$ cat config.mk
export PLATFORM = sky130hd
export DESIGN_NAME = updown_seq_ctrl_flat
export DESIGN_NICKNAME = d
export VERILOG_FILES = /design/src/rtl/updown_pkg.sv /design/src/rtl/updown_seq_ctrl_if.sv /design/src/rtl/updown_counter_core.sv /design/src/rtl/updown_seq_ctrl.sv /design/src/flat_wrapper.sv
export SDC_FILE = /design/constraint.sdc
export NUM_CORES = 1
export LEC_CHECK = 0
export ABC_AREA = 1
export CAP_MARGIN = 25
export CORE_MARGIN = 3
export CORE_UTILIZATION = 60
export DETAILED_ROUTE_END_ITERATION = 10
export DONT_BUFFER_PORTS = 1
export PLACE_DENSITY = 0.82
export SLEW_MARGIN = 10
export SYNTH_ARGS = -nofsm -noshare
export SYNTH_HDL_FRONTEND = slang
export SYNTH_SLANG_ARGS = --single-unit
$ cat constraint.sdc
create_clock -name clk -period 2.2 [get_ports clk]
set_input_delay 0.44 -clock clk [delete_from_list [all_inputs] [get_ports clk]]
set_output_delay 0.44 -clock clk [all_outputs]
set_load 0.005 [all_outputs]
$ cat src/rtl/updown_pkg.sv
// Shared types and constants for the up/down counter sequencing controller.
package updown_pkg;

  localparam int unsigned WIDTH_DEF = 4;

  localparam logic DIR_UP   = 1'b1;
  localparam logic DIR_DOWN = 1'b0;

  typedef enum logic [1:0] {
    ST_IDLE  = 2'd0,
    ST_STEP  = 2'd1,
    ST_DWELL = 2'd2,
    ST_DONE  = 2'd3
  } state_e;

  // Dwell counter width; at least one bit so DWELL=0 still elaborates.
  function automatic int unsigned dwell_w(input int unsigned d);
    return (d < 1) ? 1 : $clog2(d + 1);
  endfunction

endpackage

$ cat src/rtl/updown_seq_ctrl_if.sv
// Command and status bundle between a requester and the sequencing controller.
interface updown_seq_ctrl_if
  import updown_pkg::*;
#(
  parameter int unsigned WIDTH = WIDTH_DEF
);

  logic             cmd_valid;
  logic             cmd_ready;
  logic [WIDTH-1:0] cmd_target;
  logic             abort;
  logic [WIDTH-1:0] count;
  logic             dir;
  logic             busy;
  logic             done;

  modport master (
    output cmd_valid, cmd_target, abort,
    input  cmd_ready, count, dir, busy, done
  );

  modport slave (
    input  cmd_valid, cmd_target, abort,
    output cmd_ready, count, dir, busy, done
  );

endinterface

$ cat src/rtl/updown_counter_core.sv
// Plain enabled up/down count register; async active-high reset to zero.
module updown_counter_core #(
  parameter int unsigned WIDTH = 4
) (
  input  logic             clk,
  input  logic             rst,
  input  logic             en,
  input  logic             up,
  output logic [WIDTH-1:0] count
);

  logic [WIDTH-1:0] r_count;

  always_ff @(posedge clk or posedge rst) begin
    if (rst) begin
      r_count <= '0;
    end else if (en) begin
      r_count <= up ? r_count + WIDTH'(1) : r_count - WIDTH'(1);
    end
  end

  assign count = r_count;

endmodule

$ cat src/rtl/updown_seq_ctrl.sv
// Steps the counter toward an accepted target, dwells there, then pulses done.
module updown_seq_ctrl
  import updown_pkg::*;
#(
  parameter int unsigned WIDTH = WIDTH_DEF,
  parameter int unsigned DWELL = 3
) (
  input  logic               clk,
  input  logic               rst,
  updown_seq_ctrl_if.slave   bus
);

  localparam int unsigned   DW       = dwell_w(DWELL);
  localparam logic [DW-1:0] DWELL_LD = DW'(DWELL);
  // State entered once the count sits on the target.
  localparam state_e        ST_ARRIVE = (DWELL == 0) ? ST_DONE : ST_DWELL;

  state_e           r_state;
  logic [WIDTH-1:0] r_target;
  logic [DW-1:0]    r_dwell;
  logic             r_dir;

  logic [WIDTH-1:0] w_count;
  logic [WIDTH-1:0] w_count_nxt;
  logic             w_en;

  // Abort freezes the count on the edge it is sampled.
  assign w_en        = (r_state == ST_STEP) && !bus.abort;
  assign w_count_nxt = r_dir ? w_count + WIDTH'(1) : w_count - WIDTH'(1);

  updown_counter_core #(.WIDTH(WIDTH)) u_core (
    .clk   (clk),
    .rst   (rst),
    .en    (w_en),
    .up    (r_dir),
    .count (w_count)
  );

  always_ff @(posedge clk or posedge rst) begin
    if (rst) begin
      r_state  <= ST_IDLE;
      r_target <= '0;
      r_dwell  <= '0;
      r_dir    <= DIR_UP;
    end else begin
      case (r_state)
        ST_IDLE: begin
          if (bus.cmd_valid) begin
            r_target <= bus.cmd_target;
            if (bus.cmd_target > w_count) begin
              r_dir   <= DIR_UP;
              r_state <= ST_STEP;
            end else if (bus.cmd_target < w_count) begin
              r_dir   <= DIR_DOWN;
              r_state <= ST_STEP;
            end else begin
              r_dwell <= DWELL_LD;
              r_state <= ST_ARRIVE;
            end
          end
        end
        ST_STEP: begin
          if (bus.abort) begin
            r_state <= ST_IDLE;
          end else if (w_count_nxt == r_target) begin
            r_dwell <= DWELL_LD;
            r_state <= ST_ARRIVE;
          end
        end
        ST_DWELL: begin
          r_dwell <= r_dwell - DW'(1);
          if (bus.abort) begin
            r_state <= ST_IDLE;
          end else if (r_dwell == DW'(1)) begin
            r_state <= ST_DONE;
          end
        end
        ST_DONE: r_state <= ST_IDLE;
        default: r_state <= ST_IDLE;
      endcase
    end
  end

  assign bus.cmd_ready = (r_state == ST_IDLE);
  assign bus.busy      = (r_state != ST_IDLE);
  assign bus.done      = (r_state == ST_DONE);
  assign bus.count     = w_count;
  assign bus.dir       = r_dir;

endmodule

$ cat src/flat_wrapper.sv
// flat-port wrapper written by rule: the top's interface ports become plain ports
module updown_seq_ctrl_flat import updown_pkg::*;
#(
  parameter int unsigned WIDTH = WIDTH_DEF,
  parameter int unsigned DWELL = 3
)
  (clk, rst, bus_cmd_valid, bus_cmd_target, bus_abort, bus_cmd_ready, bus_count, bus_dir, bus_busy, bus_done);
  updown_seq_ctrl_if #(.WIDTH(WIDTH)) bus_i ();
  input  logic clk;
  input  logic rst;
  input wire logic [$bits(bus_i.cmd_valid)-1:0] bus_cmd_valid;
  input wire logic [$bits(bus_i.cmd_target)-1:0] bus_cmd_target;
  input wire logic [$bits(bus_i.abort)-1:0] bus_abort;
  output wire logic [$bits(bus_i.cmd_ready)-1:0] bus_cmd_ready;
  output wire logic [$bits(bus_i.count)-1:0] bus_count;
  output wire logic [$bits(bus_i.dir)-1:0] bus_dir;
  output wire logic [$bits(bus_i.busy)-1:0] bus_busy;
  output wire logic [$bits(bus_i.done)-1:0] bus_done;
  assign bus_i.cmd_valid = bus_cmd_valid;
  assign bus_i.cmd_target = bus_cmd_target;
  assign bus_i.abort = bus_abort;
  assign bus_cmd_ready = bus_i.cmd_ready;
  assign bus_count = bus_i.count;
  assign bus_dir = bus_i.dir;
  assign bus_busy = bus_i.busy;
  assign bus_done = bus_i.done;
  updown_seq_ctrl #(.WIDTH(WIDTH), .DWELL(DWELL)) u_core (.clk(clk), .rst(rst), .bus(bus_i));
endmodule
==> impl_metrics.ini, run 1 <==
[routing]
viasPerCell = 5.77
drc_errors = 0
wl_met3_um = 112
antenna_left = 0
dr.first_iter.drc_count = 16
wl_met1_um = 839
top_layer_used = met4
first_pass_iters = 5
vias = 813
dr_wl_met2_um = 967
wire_per_inst_um = 14.1
totalWireLength_mm = 1.98

[global_route]
antenna_found_initial = 0
grt_usage = 0.230
grt_remaining_overflow = 0
grt_max_degree = 14
grt_pass1_vias = 825
grt_pass1_wl_mm = 3.36

[hold_path]
min_path_type = input pin to asynchronous set/reset pin

[pwr]
comb_power_share = 0.604
seq_power_share = 0.303
powerDensity_nw_per_um2 = 1670
p_leak_nw = 0.517
clkPwrFrac = 0.093
switchingPower_mw = 0.822
power_mw = 1.64
swShare = 0.501
ir_drop_uv = 1030
p_int_mw = 0.817

[yosys]
avgSynthCellArea_um2 = 7.64
synth_async_sr_flop_share = 1.00
synthFlopType = dfrtp_1
netlist_area_um2 = 925
yosysWarnings = 0
synthTopCellsByArea = dfrtp_1, nand2_1, ha_1, inv_1, nand3_1
synthCells = 121
yosys.area.top_type = dfrtp_1
yosys-top-cells-count = nand2_1, inv_1, dfrtp_1, nand3_1, o21ai_0
synth_cell_types = 20
yosysMostFrequentCell = nand2_1
ys_ff_latch = 13
seq_area_frac_synth = 0.353
synth_top_area_share = 0.325
synth_edf_count = 0
syn-num-nets = 137

[die]
core-area_um2 = 1370
ios = 16
dieWidth_um = 45.3
dieArea_um2 = 2050
die_h_um = 45.3
start_util = 0.677
fp-row-count = 13

[layout]
syn2layout_area_growth_pct = 5.95
utilization = 0.717
diodes = 0
n_fill_cell = 111
multi_input_area_um2 = 522
drive_gt1_frac = 0.135
register_area_um2 = 327
layout.nets = 143

[cts]
cts_num_sinks = 13
cts.clk_slew.worst_paths_ns = 0.08
post_cts_buffers = 0
root_buffer = clkbuf_4
cts_made_buffers = 3
clkLatencyLatePin_ns = 0.28
cts_tree = built
h-tree-depth = 1
clock_path_buffers = 2

[placed_design]
hpwl_mm = 1.48
io_buffers = 0
routabilityCongestion = 0.892

[setup_path]
cp-start-kind = flip-flop
crit_required_ns = 2.37
rr_worst_depth = 11
crit_fanout = 5
end_kind = flip-flop
critical_path_class = flip-flop to flip-flop
worstPathArrival_ns = 2.21

[timing]
min_period_ns = 2.03
setup_viol = 0
period_share = 0.924
slew_headroom = 0.655
timing.fmax_mhz = 492
tightest_slew_ns = 0.517
clock_skew_ns = 0.000545
finalHoldViolCount = 0
drv_slew = 0

[run_status]
status = completed

[job]
maxCapViolCount = 0
-- cell type report --
type | count | area share
Clock buffer | 4 | 0.0268
Sequential cell | 13 | 0.333
Inverter | 21 | 0.0805
Tap cell | 15 | 0.0192
Timing Repair Buffer | 1 | 0.00766
Multi-Input combinational cell | 87 | 0.533
-- state kept, by name (all words and copies together), names as in the netlist --
register / flops
u_core.r_state: 2
u_core.u_core.count: 4
u_core.bus.dir: 1
u_core.r_target: 4
u_core.r_dwell: 2
-- logic make-up (layout without fill, tap and decap cells) --
kind of cell               after synthesis  after routing  synth area share
AOI/OAI and AO/OA                       14             14            0.0880
xor gates and xnor gates                 3              3            0.0284
adders and majority gates                8              8             0.116
buffers and inverters                   21             26            0.0852
DFF                                     13             13             0.353
muxes                                    2              2            0.0244
and+or+nand+nor                         60             60             0.304
-- stage by stage --
step | hold slack (ns) | TNS, ns | instance area [µm²] | worst slack (ns) | cells
after detailed placement | 0.399 | 0 | 951 | 0.170 | 137
after floorplan | 0.316 | 0 | 925 | 0.341 | 121
after global placement | 0.389 | 0 | 951 | 0.265 | 137
after global routing | 0.0982 | -0.0000688 | 980 | -0.0000688 | 141
final | 0.0700 | 0 | 980 | 0.168 | 141
after CTS | 0.0974 | 0 | 977 | 0.155 | 141
-- power by group through the flow --
stage          combinational, mW  sequential (mW)  clock (mW)
2_1_floorplan              0.748            0.480           0
3_3_place_gp               0.912            0.493           0
3_5_place_dp               0.944            0.501           0
4_1_cts                    0.963            0.497       0.152
5_1_grt                     1.12            0.516       0.167
6_report                   0.990            0.497       0.152
-- path summary, 6_finish.rpt --
path / to / startpoint / slack, ns
worst min-delay path: u_core.u_core.count[0]$_DFFE_PP0P_ / rst / 0.07
worst min register to register: u_core.r_dwell[1]$_DFFE_PP0P_ / u_core.r_dwell[1]$_DFFE_PP0P_ / 0.51
min in group clk: u_core.r_target[3]$_DFFE_PP0P_ / bus_cmd_target[3] / 0.30
worst max-delay path: u_core.r_dwell[1]$_DFFE_PP0P_ / u_core.bus.dir$_DFFE_PP1P_ / 0.17
max in group asynchronous: u_core.bus.dir$_DFFE_PP1P_ / rst / 1.77
worst max register to register: u_core.r_dwell[1]$_DFFE_PP0P_ / u_core.bus.dir$_DFFE_PP1P_ / 0.17
-- layout by cell type, fill, tap and decap left out --
| cell | n |
|---|---|
| nand2_1 | 31 |
| inv_1 | 19 |
| dfrtp_1 | 12 |
| nand3_1 | 11 |
| o21ai_0 | 9 |
| nor2_1 | 7 |
| ha_1 | 7 |
| a21oi_1 | 4 |
| nand3b_1 | 3 |
| xor2_1 | 3 |
| nand2_2 | 3 |
| clkbuf_4 | 3 |
| inv_2 | 2 |
| nor2_4 | 2 |
| mux2_2 | 2 |
| or2_1 | 1 |
| nor2_2 | 1 |
| a21oi_4 | 1 |
| nor3_2 | 1 |
| fa_1 | 1 |
| clkbuf_1 | 1 |
| buf_4 | 1 |
| dfstp_2 | 1 |
-- critical path, cell delays in order (launching register included) --
cell and delay, ns:
dfstp_2 0.60, inv_2 0.08, ha_1 0.32, or2_1 0.27, nand2_1 0.10, nand2_1 0.07, nand3b_1 0.10, nand3_1 0.11
nand2_2 0.11, nand2_2 0.06, nand2_1 0.06, nand2_1 0.06
-- layer usage --
metal	up-vias	global-route usage
met4	0	0.117
met1	379	0.284
met3	9	0.0478
li1	395	-
met5	-	0
met2	30	0.376
-- repair_timing --
item                       CTS  global route
gates resized for setup      0             2
setup endpoints to repair    0             2
hold buffers                 0             0
Note: power is estimated with default switching activity, not from simulation.
==> run 2: changes to the inputs <==
- GPL_ROUTABILITY_DRIVEN: unset -> 0
==> results of run 2 <==
Same layout as run 1: the final DEF is identical, and so are final timing and power.
==> edit 1: new RTL, config.mk and constraints of run 1 <==
The 4 states of `state_e` get a Gray code encoding in 2 bits.
--- a/src/rtl/updown_pkg.sv
+++ b/src/rtl/updown_pkg.sv
@@ -7,10 +7,10 @@
   localparam logic DIR_DOWN = 1'b0;
 
   typedef enum logic [1:0] {
-    ST_IDLE  = 2'd0,
-    ST_STEP  = 2'd1,
-    ST_DWELL = 2'd2,
-    ST_DONE  = 2'd3
+    ST_IDLE  = 2'b00,
+    ST_STEP  = 2'b01,
+    ST_DWELL = 2'b11,
+    ST_DONE  = 2'b10
   } state_e;
 
   // Dwell counter width; at least one bit so DWELL=0 still elaborates.
Formal check against the unedited RTL: no difference found for any inputs over 10 cycles, from zero or initial values and one cycle with rst high; not proved beyond that.
==> edit 1 against run 1 <==
- cell area increased by 2.8%
- worst setup slack better by 0.028 ns
- count of clock-buffer cells in the layout stayed put
- clock skew increased by 0.0075 ns
- power is 9.7% higher
- sequential cell count is the same
- synthesized area grew 3.2%
- wire length down 6.8%
- critical path type unchanged
- largest power group unchanged
==> edit 1: results (changes against run 1) <==
| Metric | Value |
|---|---|
| VDD IR max | `1.09 mV (+5.3%)` |
| Placed standard-cell area | `981 um^2 (+3.2%)` |
| Worst hold path class | `in -> async` |
| Largest cells by area after synthesis | `dfrtp_1, nand2_1, ha_1` |
| CP max stage delay | `0.59 ns` |
| Wire length per cell | `13.4 um (-4.7%)` |
| Sw power | `906 uW (+10%)` |
| FILL cells | `115 (+3.6%)` |
| Count of cell types in the netlist | `27 (+35%)` |
| Leak | `0.512 nW (-0.81%)` |
| First-pass GRT wire length | `3010 um (-10%)` |
| Post-Synthesis Net Count | `134 (-2.2%)` |
| Later-pin clock latency in the skew report | `0.28 ns (about the same)` |
| Crit path max fanout | `5 (unchanged)` |
| Outcome | `completed` |
| Number of global-route vias before repair | `717 (-13%)` |
| Nets | `140 (-2.1%)` |
| # resized after CTS | `0 (unchanged)` |
| DP HPWL | `1550 um (+4.2%)` |
| Largest delay share family, worst path | `simple AND/OR/NAND/NOR gates` |
| Worst-margin pin slew | `0.526 ns (+0.00906 ns)` |
| Clock transition at path regs | `0.08 ns (about the same)` |
| Ys Warns | `0 (unchanged)` |
| Critical Path AT | `2.18 ns (-0.03 ns)` |
| DR vias | `757 (-6.9%)` |
| Post-synth top cells | `nand2_1, inv_1, dfrtp_1, ha_1, nand2_2` |
| N_diodes | `0 (unchanged)` |
| First-pass iteration count of the detailed router | `4 (-1)` |
| Avg Synthesized Cell Area | `8.09 um^2 (+5.9%)` |
| Layout cells sized above 1 | `22.8% (+9.3 points)` |
| Max H-tree Level | `1 (unchanged)` |
| Routability Congestion | `0.900 (+0.90%)` |
| Drt first-iter violations | `23 (+7)` |
| Slowest cell on crit path | `dfstp_2` |
| Total global-route track usage | `20.5% (-2.5 points)` |
| Top_reg_cell synth | `dfrtp_1` |
| Cts bufs inserted | `3 (unchanged)` |
| Worst Skew | `0.00809 ns (+0.00754 ns)` |
| Via-to-Cell Ratio | `5.49 (-4.9%)` |
| # port buffers | `0 (unchanged)` |
| Register area share after synthesis | `34.2% (-1.1 points)` |
| Pre-CTS setup slack | `0.200 ns (+0.0305 ns)` |
| Ys async rst share | `100% (unchanged)` |
-- edit 1: cell families after synthesis --
logic type,share of synthesized area (%)
simple gates,32.8
fa+ha+maj,11.3
flops,34.2
mux,2.23
compound gates,7.60
buf+inv,7.34
xor+xnor,4.59
-- edit 1: metal layers --
metal / wire length, um / global-route usage (%) / share of wire, % / up-vias
li1: - / - / - / 388
met2: 847 / 29.7 / 46 / 26
met1: 831 / 26.2 / 45 / 337
met3: 143 / 9.49 / 7.7 / 6
met5: 0 / 0 / 0 / -
met4: 27 / 7.95 / 1.5 / 0
-- edit 1: power by group through the flow --
stage	Sequential, mW	Combinational, mW	Clock (mW)
CTS	0.504	1.15	0.153
floorplan	0.487	0.921	0
global route	0.519	1.29	0.163
global placement	0.500	1.09	0
finish	0.502	1.15	0.150
detailed placement	0.509	1.14	0
-- edit 1: path summary, 6_finish.rpt --
kind | start | end | slack (ns) | cells after the start
min | rst | u_core.r_dwell[1] | 0.07 | 1
max reg2reg | u_core.bus.dir | u_core.r_state[1] | 0.20 | 10
min in group clk | bus_cmd_target[1] | u_core.r_target[1] | 0.29 | 1
max | u_core.bus.dir | u_core.r_state[1] | 0.20 | 10
min reg2reg | u_core.r_dwell[1] | u_core.r_dwell[1] | 0.50 | 2
max in group asynchronous | rst | u_core.bus.dir | 1.77 | 1
-- edit 1: layout make-up --
type                       count  area, um^2  share of cell area [%]
clock buffer                   4        26.3                    2.61
tap                           15        18.8                    1.86
timing repair buffer           1        7.51                   0.745
sequential                    13         327                    32.4
inverter                      18        70.1                    6.96
multi-input combinational     87         558                    55.4
-- edit 1: through the flow --
stage	total power, mW	hold WS [ns]
after floorplan	1.41	0.316
after global placement	1.59	0.385
after detailed placement	1.65	0.385
after CTS	1.81	0.0820
after global routing	1.98	0.0905
final	1.80	0.0689
==> edit 2: new RTL, settings of run 1 <==
Without the edit above. Change the package constant `WIDTH_DEF` from 4 to 6.
--- a/src/rtl/updown_pkg.sv
+++ b/src/rtl/updown_pkg.sv
@@ -1,7 +1,7 @@
 // Shared types and constants for the up/down counter sequencing controller.
 package updown_pkg;
 
-  localparam int unsigned WIDTH_DEF = 4;
+  localparam int unsigned WIDTH_DEF = 6;
 
   localparam logic DIR_UP   = 1'b1;
   localparam logic DIR_DOWN = 1'b0;
Interface: changed (resized bus_cmd_target and bus_count); port bits go from 16 to 20. The function was not compared with the original's and may differ.
==> edit 2 against run 1 <==
- worst setup slack lost 0.12 ns
- wire length grew 47%
- power grew 49%
- cell area grew 37%
- synthesized cell count grew 45%
- combinational power grew 63%
- sequential cell count grew 4
- synthesized area grew 35%
- first-iteration DRC count grew 75%
- sequential power grew 32%
- critical path type unchanged
==> edit 2: results (changes against run 1) <==
| Metric | Value |
|---|---|
| Worst Skew | `0.00238 ns (+0.00183 ns)` |
| Fin crit period | `2.15 ns (+0.123 ns)` |
| Fin Hold WS | `0.121 ns (+0.0508 ns)` |
| Cell depth of the worst flop-to-flop path | `15 (+4)` |
| Wire length per cell | `14.2 um (+0.92%)` |
| Post-synth top cells | `nand2_1, inv_1, nand3_1, dfrtp_1` |
| Total global-route track usage | `25.1% (+2.1 points)` |
| FILL cells | `154 (+39%)` |
| Largest net degree at the start of global routing | `18 (+4)` |
| DP HPWL | `2270 um (+53%)` |
| Routed wl met2 | `1480 um (+53%)` |
| Register area share after synthesis | `34.1% (-1.2 points)` |
| Via-to-Cell Ratio | `5.60 (-2.9%)` |
| Leak | `0.737 nW (+43%)` |
| M1 WL | `1200 um (+44%)` |
| Final cell count without fillers | `205 (+45%)` |
| Met2 usage | `44.9% (+7.3 points)` |
| Outcome | `completed` |
| First-pass iteration count of the detailed router | `4 (-1)` |
| Synth Instances | `175 (+45%)` |
| Largest cells by area after synthesis | `dfrtp_1, nand2_1, ha_1` |
| Number of global-route vias before repair | `1,138 (+38%)` |
| Later-pin clock latency in the skew report | `0.30 ns (+0.02 ns)` |
| Pre-CTS setup slack | `0.0234 ns (-0.146 ns)` |
| Capturing point of the worst reg2reg path | `u_core.r_dwell[0]` |
| Count of cell types in the netlist | `22 (+10%)` |
| GR Util met3 | `3.15% (-1.6 points)` |
-- edit 2: changes by cell type in the layout (fill, tap and decap cells not counted), moves of 3 or more --
cell,before,now
dfrtp_1,12,16
inv_1,19,31
nand2_1,31,46
nand3_1,11,25
nor2_1,7,10
-- edit 2: area by class of cell --
class | instances | area share (%)
sequential | 17 | 31.7
clock buffer | 4 | 1.95
timing repair buffer | 1 | 0.558
tap | 25 | 2.33
multi-input combinational | 126 | 54.5
inverter | 32 | 8.93
-- edit 2: power by group --
group	leakage (nW)	internal (mW)	switching (mW)	total (mW)
clock	0.0150	0.0709	0.108	0.179
sequential	0.205	0.479	0.175	0.654
combinational	0.517	0.632	0.981	1.61
total	0.737	1.18	1.26	2.45
-- edit 2: cell families (layout without fill, tap and decap cells) --
logic type	Yosys count	after routing	synth area share (%)
buf+inv	32	37	9.60
flops	17	17	34.1
simple gates	90	90	32.3
fa+ha+maj	12	12	12.6
compound gates	20	20	8.60
xor+xnor	4	4	2.80
